--- src/rtl/reservatorio_rolhas_param.sv ---
// -----------------------------------------------------------------------------
// reservatorio_rolhas_param
//
// Cork magazine controller for the bottle-sealing station. It tracks the corks
// held in the dispenser (contagem) and in the reserve (estoque). When the
// dispenser runs low, a refill FSM moves corks from the reserve into the
// dispenser, one cork per cycle. Each refill burst stops at RECARGA_AUTO
// corks, when the reserve empties, or when the dispenser is full.
//
// Ports:
//   clk                in   system clock, rising edge
//   reset              in   asynchronous, active-high reset
//   dec                in   consume request, one cork per cycle while high
//   add_manual         in   move one cork from reserve to dispenser (idle only)
//   repor              in   restock pulse, adds LOTE_REPOSICAO to the reserve
//   contagem           out  corks in the dispenser (registered)
//   estoque            out  corks in the reserve (registered)
//   dec_ack            out  registered pulse: the previous-cycle dec was taken
//   rolha_disponivel   out  contagem > 0
//   disp_acionado      out  high while a refill burst is running
//   recarga_concluida  out  one-cycle pulse when a refill burst ends
//   estoque_baixo      out  estoque <= ESTOQUE_ALERTA
//   total_consumido    out  16-bit wrapping count of accepted dec requests
//                           (present only when CONSUMO_TOTAL_EN is defined)
//
// Optional feature macro: CONSUMO_TOTAL_EN
// -----------------------------------------------------------------------------
module reservatorio_rolhas_param #(
    parameter int CW              = 6,
    parameter int EW              = 8,
    parameter int MAX_ROLHAS      = 31,
    parameter int VALOR_INICIAL   = 6,
    parameter int ESTOQUE_INICIAL = 60,
    parameter int CONTAGEM_MINIMA = 5,
    parameter int RECARGA_AUTO    = 15,
    parameter int LOTE_REPOSICAO  = 30,
    parameter int ESTOQUE_ALERTA  = 10
) (
    input  logic          clk,
    input  logic          reset,
    input  logic          dec,
    input  logic          add_manual,
    input  logic          repor,
    output logic [CW-1:0] contagem,
    output logic [EW-1:0] estoque,
    output logic          dec_ack,
    output logic          rolha_disponivel,
    output logic          disp_acionado,
    output logic          recarga_concluida,
    output logic          estoque_baixo
`ifdef CONSUMO_TOTAL_EN
    ,
    output logic [15:0]   total_consumido
`endif
);

    // Burst counter must be able to hold RECARGA_AUTO itself.
    localparam int BW = $clog2(RECARGA_AUTO + 1);

    localparam logic [CW-1:0] MAX_C     = CW'(MAX_ROLHAS);
    localparam logic [CW-1:0] MINIMA_C  = CW'(CONTAGEM_MINIMA);
    localparam logic [CW-1:0] INICIAL_C = CW'(VALOR_INICIAL);
    localparam logic [EW-1:0] INICIAL_E = EW'(ESTOQUE_INICIAL);
    localparam logic [EW-1:0] ALERTA_E  = EW'(ESTOQUE_ALERTA);
    localparam logic [EW:0]   LOTE_W    = (EW + 1)'(LOTE_REPOSICAO);
    localparam logic [BW-1:0] AUTO_B    = BW'(RECARGA_AUTO);

    typedef enum logic [1:0] {
        OCIOSO,
        RECARGA,
        FIM
    } estado_t;

    estado_t       estado, estado_prox;
    logic [BW-1:0] burst, burst_prox;
    logic [CW-1:0] contagem_prox;
    logic [EW-1:0] estoque_prox;
    logic [EW:0]   estoque_soma;
    logic          gatilho;
    logic          aceita_dec;
    logic          move;

    // Refill trigger and dec acceptance both look at registered values only.
    assign gatilho    = (contagem <= MINIMA_C) && (estoque != '0);
    assign aceita_dec = dec && (contagem != '0);

    // -------------------------------------------------------------------------
    // Next-state and datapath decisions
    // -------------------------------------------------------------------------
    always_comb begin
        // NOTE: every signal driven here gets a default first so no path can
        // leave it unassigned and infer a latch.
        estado_prox = estado;
        burst_prox  = burst;
        move        = 1'b0;

        unique case (estado)
            OCIOSO: begin
                // The transition cycle itself moves no cork; add_manual only
                // wins when neither the trigger nor dec claims the cycle.
                if (gatilho) begin
                    estado_prox = RECARGA;
                end else if (add_manual && !dec && (contagem < MAX_C) &&
                             (estoque != '0)) begin
                    move = 1'b1;
                end
            end

            RECARGA: begin
                if ((estoque == '0) || (contagem == MAX_C)) begin
                    // Nothing left to move or no room: close the burst now.
                    estado_prox = FIM;
                end else begin
                    move       = 1'b1;
                    burst_prox = burst + BW'(1);
                    // Stop when the move just made hits any of the limits.
                    // A same-cycle dec cancels the dispenser gain.
                    if ((burst_prox == AUTO_B) || (estoque == EW'(1)) ||
                        ((contagem + CW'(1) - CW'(aceita_dec)) == MAX_C)) begin
                        estado_prox = FIM;
                    end
                end
            end

            FIM: begin
                estado_prox = OCIOSO;
                burst_prox  = '0;
            end

            default: begin
                estado_prox = OCIOSO;
                burst_prox  = '0;
            end
        endcase

        // A move only happens below MAX_ROLHAS and dec only above 0, so this
        // never wraps in either direction.
        contagem_prox = contagem + CW'(move) - CW'(aceita_dec);

        // One extra bit catches restock overflow; a move only happens with
        // estoque > 0, so the subtraction cannot underflow.
        estoque_soma = {1'b0, estoque} - (EW + 1)'(move) +
                       (repor ? LOTE_W : '0);
        estoque_prox = estoque_soma[EW] ? '1 : estoque_soma[EW-1:0];
    end

    // -------------------------------------------------------------------------
    // State registers
    // -------------------------------------------------------------------------
    // NOTE: sequential state uses non-blocking assignments so every register
    // samples the pre-edge values regardless of statement order.
    always_ff @(posedge clk or posedge reset) begin
        if (reset) begin
            estado   <= OCIOSO;
            burst    <= '0;
            contagem <= INICIAL_C;
            estoque  <= INICIAL_E;
            dec_ack  <= 1'b0;
        end else begin
            estado   <= estado_prox;
            burst    <= burst_prox;
            contagem <= contagem_prox;
            estoque  <= estoque_prox;
            dec_ack  <= aceita_dec;
        end
    end

`ifdef CONSUMO_TOTAL_EN
    // Wraps naturally at 16 bits.
    always_ff @(posedge clk or posedge reset) begin
        if (reset) begin
            total_consumido <= '0;
        end else if (aceita_dec) begin
            total_consumido <= total_consumido + 16'd1;
        end
    end
`endif

    // -------------------------------------------------------------------------
    // Status outputs
    // -------------------------------------------------------------------------
    assign rolha_disponivel  = (contagem != '0);
    assign disp_acionado     = (estado == RECARGA);
    assign recarga_concluida = (estado == FIM);
    assign estoque_baixo     = (estoque <= ALERTA_E);

endmodule

--- config.mk ---
export PLATFORM = sky130hd
export DESIGN_NAME = reservatorio_rolhas_param
export DESIGN_NICKNAME = d
export VERILOG_FILES = /design/src/rtl/reservatorio_rolhas_param.sv
export SDC_FILE = /design/constraint.sdc
export NUM_CORES = 1
export LEC_CHECK = 0
export ABC_AREA = 1
export BUFFER_PORTS_ARGS = -buffer_cell sky130_fd_sc_hd__buf_2
export CAP_MARGIN = 0
export CORE_MARGIN = 2
export CORE_UTILIZATION = 58
export CTS_CLUSTER_DIAMETER = 100
export DETAILED_ROUTE_END_ITERATION = 10
export GPL_ROUTABILITY_DRIVEN = 0
export PLACE_DENSITY = 0.84
export SLEW_MARGIN = 20
export SYNTH_ARGS = -nofsm -noshare
export SYNTH_HDL_FRONTEND = slang
export SYNTH_SLANG_ARGS = --single-unit
--- constraint.sdc ---
create_clock -name clk -period 2.8 [get_ports clk]
set_input_delay 0.42 -clock clk [delete_from_list [all_inputs] [get_ports clk]]
set_output_delay 0.42 -clock clk [all_outputs]
set_load 0.02 [all_outputs]
-- After elaboration in Yosys (flattened, before gate mapping)
Cells that the tools add are included.
- bitwise logic cells: 1
- reduce and logical (&&, ||, !) cells: 15
- add/subtract/negate cells: 7
- equality and inequality tests: 9
- mux-type cells: 12
- magnitude comparators: 3
- operators with widths (cell ; number):
    equality test 6 x 5 -> 1 bit (second input constant) ; 2
    subtractor 6 x 1 -> 6 bit ; 2
    adder 9 x 5 -> 9 bit ; 1
    subtractor 8 x 1 -> 9 bit ; 1
    equality test 8 x 1 -> 1 bit (second input constant) ; 1
    <= comparator 8 x 4 -> 1 bit (second input constant) ; 1
    logical NOT 8 bit ; 1
    two-way mux 8 bit ; 1
    case mux 4 bit (2 select lines) ; 1
    nonzero test 8 bit ; 1
    adder 6 x 1 -> 6 bit ; 1
    adder 6 x 1 -> 6 bit (second input constant) ; 1
    <= comparator 6 x 3 -> 1 bit (second input constant) ; 1
    less-than comparator 6 x 5 -> 1 bit (second input constant) ; 1
    two-way mux 2 bit ; 3
    nonzero test 6 bit ; 1
    logical AND 1 bit ; 5
    two-way mux 5 bit ; 1
    adder 4 x 1 -> 4 bit (second input constant) ; 1
    equality test 4 bit (second input constant) ; 1
    two-way mux 4 bit ; 1
    != test 2 bit (second input constant) ; 2
    case mux 2 bit (2 select lines) ; 1
    AND reduction 2 bit ; 2
    9 further kinds ; 13
- input port bits: 5
- output and inout port bits: 19
- register bits after elaboration: 21
- logic and storage cells: 52

-- Logic depth before layout (Yosys ltp)
Gate-level depths: netlist (run 1).
- depth after elaboration: 10
- mapped depth: 19

-- Worst setup path before layout (run 1)
OpenSTA, ideal clock, no wires.
- path kind: flip-flop to flip-flop
- start point: register contagem[2]
- end point: register contagem[4]
- stages on the path, launching flop included: 15
- required time: 2.721 ns
- arrival time: 2.526 ns
- slack: 0.194 ns
- path buffers: 0
- setup time: 0.079 ns
- clock period less this slack: 2.606 ns
- cell sequence: dfstp_2 -> ha_1 -> nand3_1 -> nand2_1 -> nand2_1 -> a21oi_1 -> nor2_1 -> nor2_1 -> ha_1 -> inv_1 -> ha_1 -> inv_1 -> fa_1 -> o21ai_0 -> xor2_1
- longest elaborated chain between the ends: 8
- elaborated cells between the ends (all ways): 15
- RTL lines (item ; RTL line ; RTL):
    from (decl) ; 44 ; output logic [CW-1:0] contagem,
    from (signal assigned) ; 162 ; contagem <= contagem_prox;
    less-than comparator 6 x 5 -> 1 bit ; 103 ; end else if (add_manual && !dec && (contagem < MAX_C) &&
    logical AND 1 bit (2 in series) ; 103 ;
    two-way mux 1 bit ; 103 ;
    two-way mux 1 bit ; 101 ; if (gatilho) begin
    case mux 1 bit (2 select lines) ; 97 ; unique case (estado)
    adder 6 x 1 -> 6 bit ; 138 ; contagem_prox = contagem + CW'(move) - CW'(aceita_dec);
    subtractor 6 x 1 -> 6 bit * ; 138 ;
    net contagem_prox[4] ; 76 ; logic [CW-1:0] contagem_prox;
Mark *: on every way through the listed nets, which the timed path passes. The rest lies on a longest branch.
A chain may end at the register's enable or synchronous reset.

-- Worst setup path after layout (run 1)
- start point: register estoque[6]
- end point: register estoque[7]
- longest elaborated chain between the ends: 8
- elaborated cells between the ends (all ways): 12
- RTL lines (item ; RTL line ; RTL):
    from (decl) ; 45 ; output logic [EW-1:0] estoque,
    from (signal assigned) ; 163 ; estoque <= estoque_prox;
    nonzero test 8 bit ; 84, 104 ;
    logical AND 1 bit ; 103 ;
    two-way mux 1 bit ; 103 ;
    two-way mux 1 bit ; 101 ;
    case mux 1 bit (2 select lines) ; 97 ;
    subtractor 8 x 1 -> 9 bit * ; 142 ; estoque_soma = {1'b0, estoque} - (EW + 1)'(move) +
    adder 9 x 5 -> 9 bit * ; 142 ;
    two-way mux 8 bit * ; 144 ; estoque_prox = estoque_soma[EW] ? '1 : estoque_soma[EW-1:0];
    net estoque_prox[7] ; 77 ; logic [EW-1:0] estoque_prox;
Marked as above.

==> impl_metrics.py, run 1 <==
metrics = {
    "synth": {
        "ys.warnings.count": 0,
        "syn_inst": 242,
        "syn_area_per_cell_um2": 7.34,
        "synth.distinct_cells": 21,
        "synthesis.nets": 279,
        "seq_area_frac_synth_pct": 30.0,
        "ys_seq_elements": 21,
        "syn_area_mm2": 0.00178,
    },
    "job": {
        "max_cap_violations": 0,
    },
    "finish": {
        "layout.nets": 307,
        "design_area_mm2": 0.00199,
        "antenna_cells": 0,
        "area_growth_pct": 11.8,
        "layout_commonest_cell": "nand2_1",
        "final_cell_mix": "nand2_1, inv_1, ha_1",
        "layout-drive-gt1-share_pct": 16.4,
        "n_fill_cell": 266,
    },
    "setup_path": {
        "cp-start-kind": "register",
        "cpPeakStageDelay_ns": 0.39,
        "cp.required_ns": 3.03,
        "crit_path_frequent_cell": "nand2_1",
        "path_class": "register to register",
        "cp.arrival_ns": 2.80,
        "r2r_start": "estoque[6]",
        "crit_chain": "inv_1 > ha_1 > inv_1 > nor2_4 > nand2_1 > nand2_1 > inv_1 > nand2_1 > o21ai_1 > ha_1 > inv_1 > ha_1 > fa_2 > nand4_1 > nand3_1 > nand2_1 > nand2_1 > inv_1 > nand2_1",
        "endpoint_kind": "register",
        "cp_max_fo": 4,
        "crit_start": "estoque[6]",
        "cp_slowest_cell": "dfrtp_1",
    },
    "routing": {
        "wl_per_cell_um": 11.2,
        "drt_iter0_markers": 42,
        "via_per_inst": 5.12,
        "route.detailed.drc": 0,
        "drt_wl_total_um": 3390,
        "via_count": 1545,
        "drtAntennaViolNets": 0,
        "drt_pass1_iterations": 5,
    },
    "power_and_ir_drop": {
        "power.total_mw": 2.57,
        "power.leakage_nw": 1.15,
        "power.density_mw_per_mm2": 1300,
        "ir_drop_v": 0.000720,
    },
    "placed_design": {
        "place_area_mm2": 0.00193,
        "numPortBuffers": 23,
        "dp_hpwl_um": 2690,
    },
    "timing": {
        "clock.fmax_mhz": 389,
        "rsz0062_at_grt": "false",
        "hold_violations": 0,
        "setup_viol": 0,
        "finClkSkew_ns": 0.00874,
        "fin_crit_ns": 2.57,
        "slew_viol_final": 0,
        "slew_headroom_pct": 46.2,
        "tns_ns": 0,
        "finalCritPeriodShare_pct": 91.9,
        "worst_pin_slew_ns": 0.806,
    },
    "global_routing": {
        "grt_start_max_net_pins": 22,
        "overflow": 0,
        "grt_pass1_wl_um": 5880,
        "track_usage_pct": 21.8,
        "grt_pass1_vias": 1443,
        "grt_antenna_before_repair": 0,
    },
    "clocking": {
        "path_clk_slew_ns": 0.13,
        "clockBufferDepth": 2,
        "numCtsBuffers": 3,
        "worstSkewPairLatency_ns": 0.32,
        "cts_tree": "done",
        "cts_setup_buffers": 0,
        "cts.sinks": 21,
        "htree_levels": 1,
        "cts_root_buf": "clkbuf_4",
        "hold_buffers": 0,
        "cts_resized": 0,
    },
    "floorplan": {
        "die_h_um": 59.3,
        "die_area_mm2": 0.00352,
        "die_w_um": 59.3,
        "num_rows": 20,
        "core_area_mm2": 0.00298,
        "start_util_pct": 59.7,
        "io_pins": 24,
    },
    "worst_hold_path": {
        "hold_class": "input pin to asynchronous set/reset pin",
    },
    "outcome": {
        "status": "completed",
    },
}
-- cell usage after synthesis --
master,instances,area [µm²]
fa_1,2,40.0
o21a_1,1,7.51
nand3b_1,1,7.51
o21ai_0,3,15.0
nor4_1,1,6.26
nand2_2,1,6.26
xor2_1,4,35.0
nor2_2,2,12.5
dfrtp_1,15,375
nand4_1,5,31.3
nor2_1,13,48.8
nand3_1,21,105
nand2_4,1,11.3
a21oi_1,9,45.0
inv_1,54,203
a31oi_1,1,6.26
xnor2_1,3,26.3
ha_1,30,375
dfstp_2,6,158
or2_1,1,6.26
nand2_1,68,255
-- metrics by stage --
stage	utilization [%]	hold slack, ns	cells	setup WS, ns
after CTS	65.8	0.267	302	0.0541
after global placement	64.9	0.524	298	0.168
after detailed placement	64.9	0.545	298	0.0882
final	66.7	0.221	302	0.227
after floorplan	-	0.392	242	0.194
after global routing	66.7	0.302	302	0.0343
-- routing by layer --
| metal | GRT usage (%) | vias to the layer above | share of wire [%] |
|---|---|---|---|
| met5 | 0 | - | 0 |
| met3 | 4.80 | 6 | 3.3 |
| met4 | 4.55 | 0 | 1.3 |
| met1 | 27.3 | 707 | 49 |
| met2 | 38.1 | 28 | 46 |
| li1 | - | 804 | - |
-- report_power, final --
| group | internal [mW] | total [mW] | switching, mW |
|---|---|---|---|
| clock network | 0.0536 | 0.159 | 0.105 |
| logic | 0.674 | 1.79 | 1.12 |
| registers | 0.480 | 0.622 | 0.142 |
| total | 1.21 | 2.57 | 1.37 |
-- flip-flops by register name (all words and copies together) (netlist names) --
name / flops
contagem: 6
burst: 4
dec_ack: 1
estoque: 8
estado: 2
-- worst max-delay path: cells and delay by family, from the launching register on --
kind,cells,cell delay (ns)
adder cells (fa/ha/maj),4,0.96
AND/OR/NAND/NOR,9,0.66
AO/OA/AOI/OAI,1,0.15
buffers and inverters,5,0.33
flip-flops,1,0.39
-- area by class of cell --
cell class | count | area, µm² | share of cell area (%)
Timing Repair Buffer | 23 | 115 | 5.80
Tap cell | 33 | 41.3 | 2.08
Clock inverter | 1 | 5.00 | 0.252
Clock buffer | 3 | 22.5 | 1.13
Multi-Input combinational cell | 167 | 1070 | 53.7
Sequential cell | 21 | 533 | 26.8
Inverter | 54 | 203 | 10.2
-- worst paths after layout --
kind,end,cells after the start,slack (ns)
worst max-delay path,estoque[7],19,0.23
worst min-delay path,contagem[0],2,0.22
worst max register to register,estoque[7],19,0.23
worst min register to register,burst[3],2,0.56
max in group asynchronous,dec_ack,2,2.07
min in group clk,dec_ack,3,0.42
-- cells by family after synthesis --
kind of cell	after synthesis	synth area share, %
AOI/OAI and AO/OA	14	4.15
xor gates and xnor gates	7	3.45
adders and majority gates	32	23.4
buffers and inverters	54	11.4
DFF	21	30.0
and+or+nand+nor	114	27.6
Note: power is estimated with default switching activity, not from simulation.
==> inputs of run 2 (changes only) <==
Settings changed: RECOVER_POWER set to 100.
==> impl_metrics.py, run 2 (same netlist as run 1, synthesis figures left out) <==
metrics = {
    "routing": {
        "drt_pass1_iterations": 4,
        "via_per_inst": 5.09,
        "drt_wl_total_um": 3390,
        "via_count": 1536,
        "route.detailed.drc": 0,
        "drt_iter0_markers": 37,
        "wl_per_cell_um": 11.2,
        "drtAntennaViolNets": 0,
    },
    "global_routing": {
        "track_usage_pct": 21.8,
        "grt_antenna_before_repair": 0,
        "grt_pass1_wl_um": 5880,
        "overflow": 0,
        "grt_start_max_net_pins": 22,
        "grt_pass1_vias": 1443,
    },
    "power_and_ir_drop": {
        "p_int_mw": 1.17,
        "p_sw_mw": 1.36,
        "power.density_mw_per_mm2": 1290,
        "pwr-share-clk_pct": 6.3,
        "ir_drop_v": 0.000718,
        "power.share.combinational_pct": 69.1,
        "p_seq_share_pct": 24.6,
        "switching_share_pct": 53.7,
        "power.leakage_nw": 1.10,
    },
    "finish": {
        "final_cell_count_no_fill": 302,
        "layout_commonest_cell": "nand2_1",
        "largest_reg_flops": 8,
        "antenna_cells": 0,
        "largest_register": "estoque",
        "layout.nets": 307,
        "top_regs": "estoque: 8 flops, contagem: 6 flops, burst: 4 flops",
        "layout-drive-gt1-share_pct": 8.55,
        "area_growth_pct": 10.1,
        "final_cell_mix": "nand2_1, inv_1, ha_1",
    },
    "setup_path": {
        "cp-start-kind": "register",
        "cp.required_ns": 3.03,
        "cp.arrival_ns": 2.81,
        "cpPeakStageDelay_ns": 0.39,
        "path_class": "register to register",
        "crit_family": "adder cells",
        "cp_slowest_cell": "dfrtp_1",
        "cp_max_fo": 4,
        "crit_path_frequent_cell": "nand2_1",
        "endpoint_kind": "register",
        "crit_chain": "inv_1 > ha_1 > inv_1 > nor2_4 > nand2_1 > nand2_1 > inv_1 > nand2_1 > o21ai_1 > ha_1 > inv_1 > ha_1 > fa_2 > nand4_1 > nand3_1 > nand2_1 > nand2_1 > inv_1 > nand2_1",
        "cp_num_buf_inv": 5,
    },
    "timing": {
        "tns_ns": 0,
        "fin_crit_ns": 2.58,
        "setup_viol": 0,
        "fin_hold_ws_ns": 0.220,
        "rsz0062_at_grt": "false",
        "clock.fmax_mhz": 387,
        "finClkSkew_ns": 0.00918,
        "worst_pin_slew_ns": 0.806,
        "slew_headroom_pct": 46.2,
        "slew_viol_final": 0,
        "hold_violations": 0,
        "finalCritPeriodShare_pct": 92.2,
    },
    "placed_design": {
        "dp_hpwl_um": 2690,
        "numPortBuffers": 23,
        "dp_cells": 298,
    },
    "clocking": {
        "htree_levels": 1,
        "worstSkewPairLatency_ns": 0.32,
        "path_clk_slew_ns": 0.13,
        "cts.sinks": 21,
        "hold_buffers": 0,
        "cts_tree": "done",
        "numCtsBuffers": 3,
        "cts_root_buf": "clkbuf_4",
        "clockBufferDepth": 2,
    },
    "floorplan": {
        "die_area_mm2": 0.00352,
        "num_rows": 20,
        "start_util_pct": 59.7,
        "io_pins": 24,
        "die_w_um": 59.3,
        "die_h_um": 59.3,
        "core_area_mm2": 0.00298,
    },
    "worst_hold_path": {
        "hold_class": "input pin to asynchronous set/reset pin",
    },
    "job": {
        "max_cap_violations": 0,
    },
    "outcome": {
        "status": "completed",
    },
}
## run 2: through the flow
| step | area, µm² | power, mW | util [%] | setup WS (ns) |
|---|---|---|---|---|
| finish | 1960 | 2.52 | 65.7 | 0.219 |
| floorplan | 1780 | 1.97 | - | 0.194 |
| global placement | 1930 | 2.32 | 64.9 | 0.168 |
| detailed placement | 1930 | 2.37 | 64.9 | 0.0882 |
| global route | 1960 | 2.83 | 65.7 | 0.0292 |
| CTS | 1960 | 2.53 | 65.8 | 0.0541 |
## run 2: final cells by class
cell class / count / area [µm²]
Multi-Input combinational cell: 167 / 1060
Clock inverter: 1 / 5.00
Inverter: 54 / 203
Timing Repair Buffer: 23 / 92.6
Fill cell: 276 / 1020
Sequential cell: 21 / 533
Tap cell: 33 / 41.3
Clock buffer: 3 / 22.5
## run 2: per-layer routing
layer | vias to the layer above | global-route usage, % | part of all wire (%)
li1 | 802 | - | -
met1 | 698 | 27.3 | 49
met2 | 30 | 38.1 | 46
met3 | 6 | 4.80 | 3.8
met4 | 0 | 4.55 | 1.3
met5 | - | 0 | 0
## run 2: path summary, 6_finish.rpt
check | cells after the start | endpoint | slack [ns] | start
min | 2 | estoque[7] | 0.22 | reset
min reg2reg | 2 | burst[3] | 0.56 | burst[3]
min in group clk | 3 | dec_ack | 0.41 | dec
max | 19 | estoque[7] | 0.22 | estoque[6]
max in group asynchronous | 2 | dec_ack | 2.07 | reset
max reg2reg | 19 | estoque[7] | 0.22 | estoque[6]
## run 2: what timing repair did
action                                  in CTS  in global routing
hold endpoints to repair                     0                  0
setup buffers                                0                  0
endpoints found under the setup margin       0                  8
gates resized for setup                      0                 10
## run 2: power by group through the flow
stage	clock (mW)	combinational, mW	sequential (mW)
6_report	0.160	1.74	0.621
5_1_grt	0.169	2.02	0.642
4_1_cts	0.160	1.75	0.620
3_5_place_dp	0	1.74	0.626
3_3_place_gp	0	1.70	0.620
2_1_floorplan	0	1.26	0.708
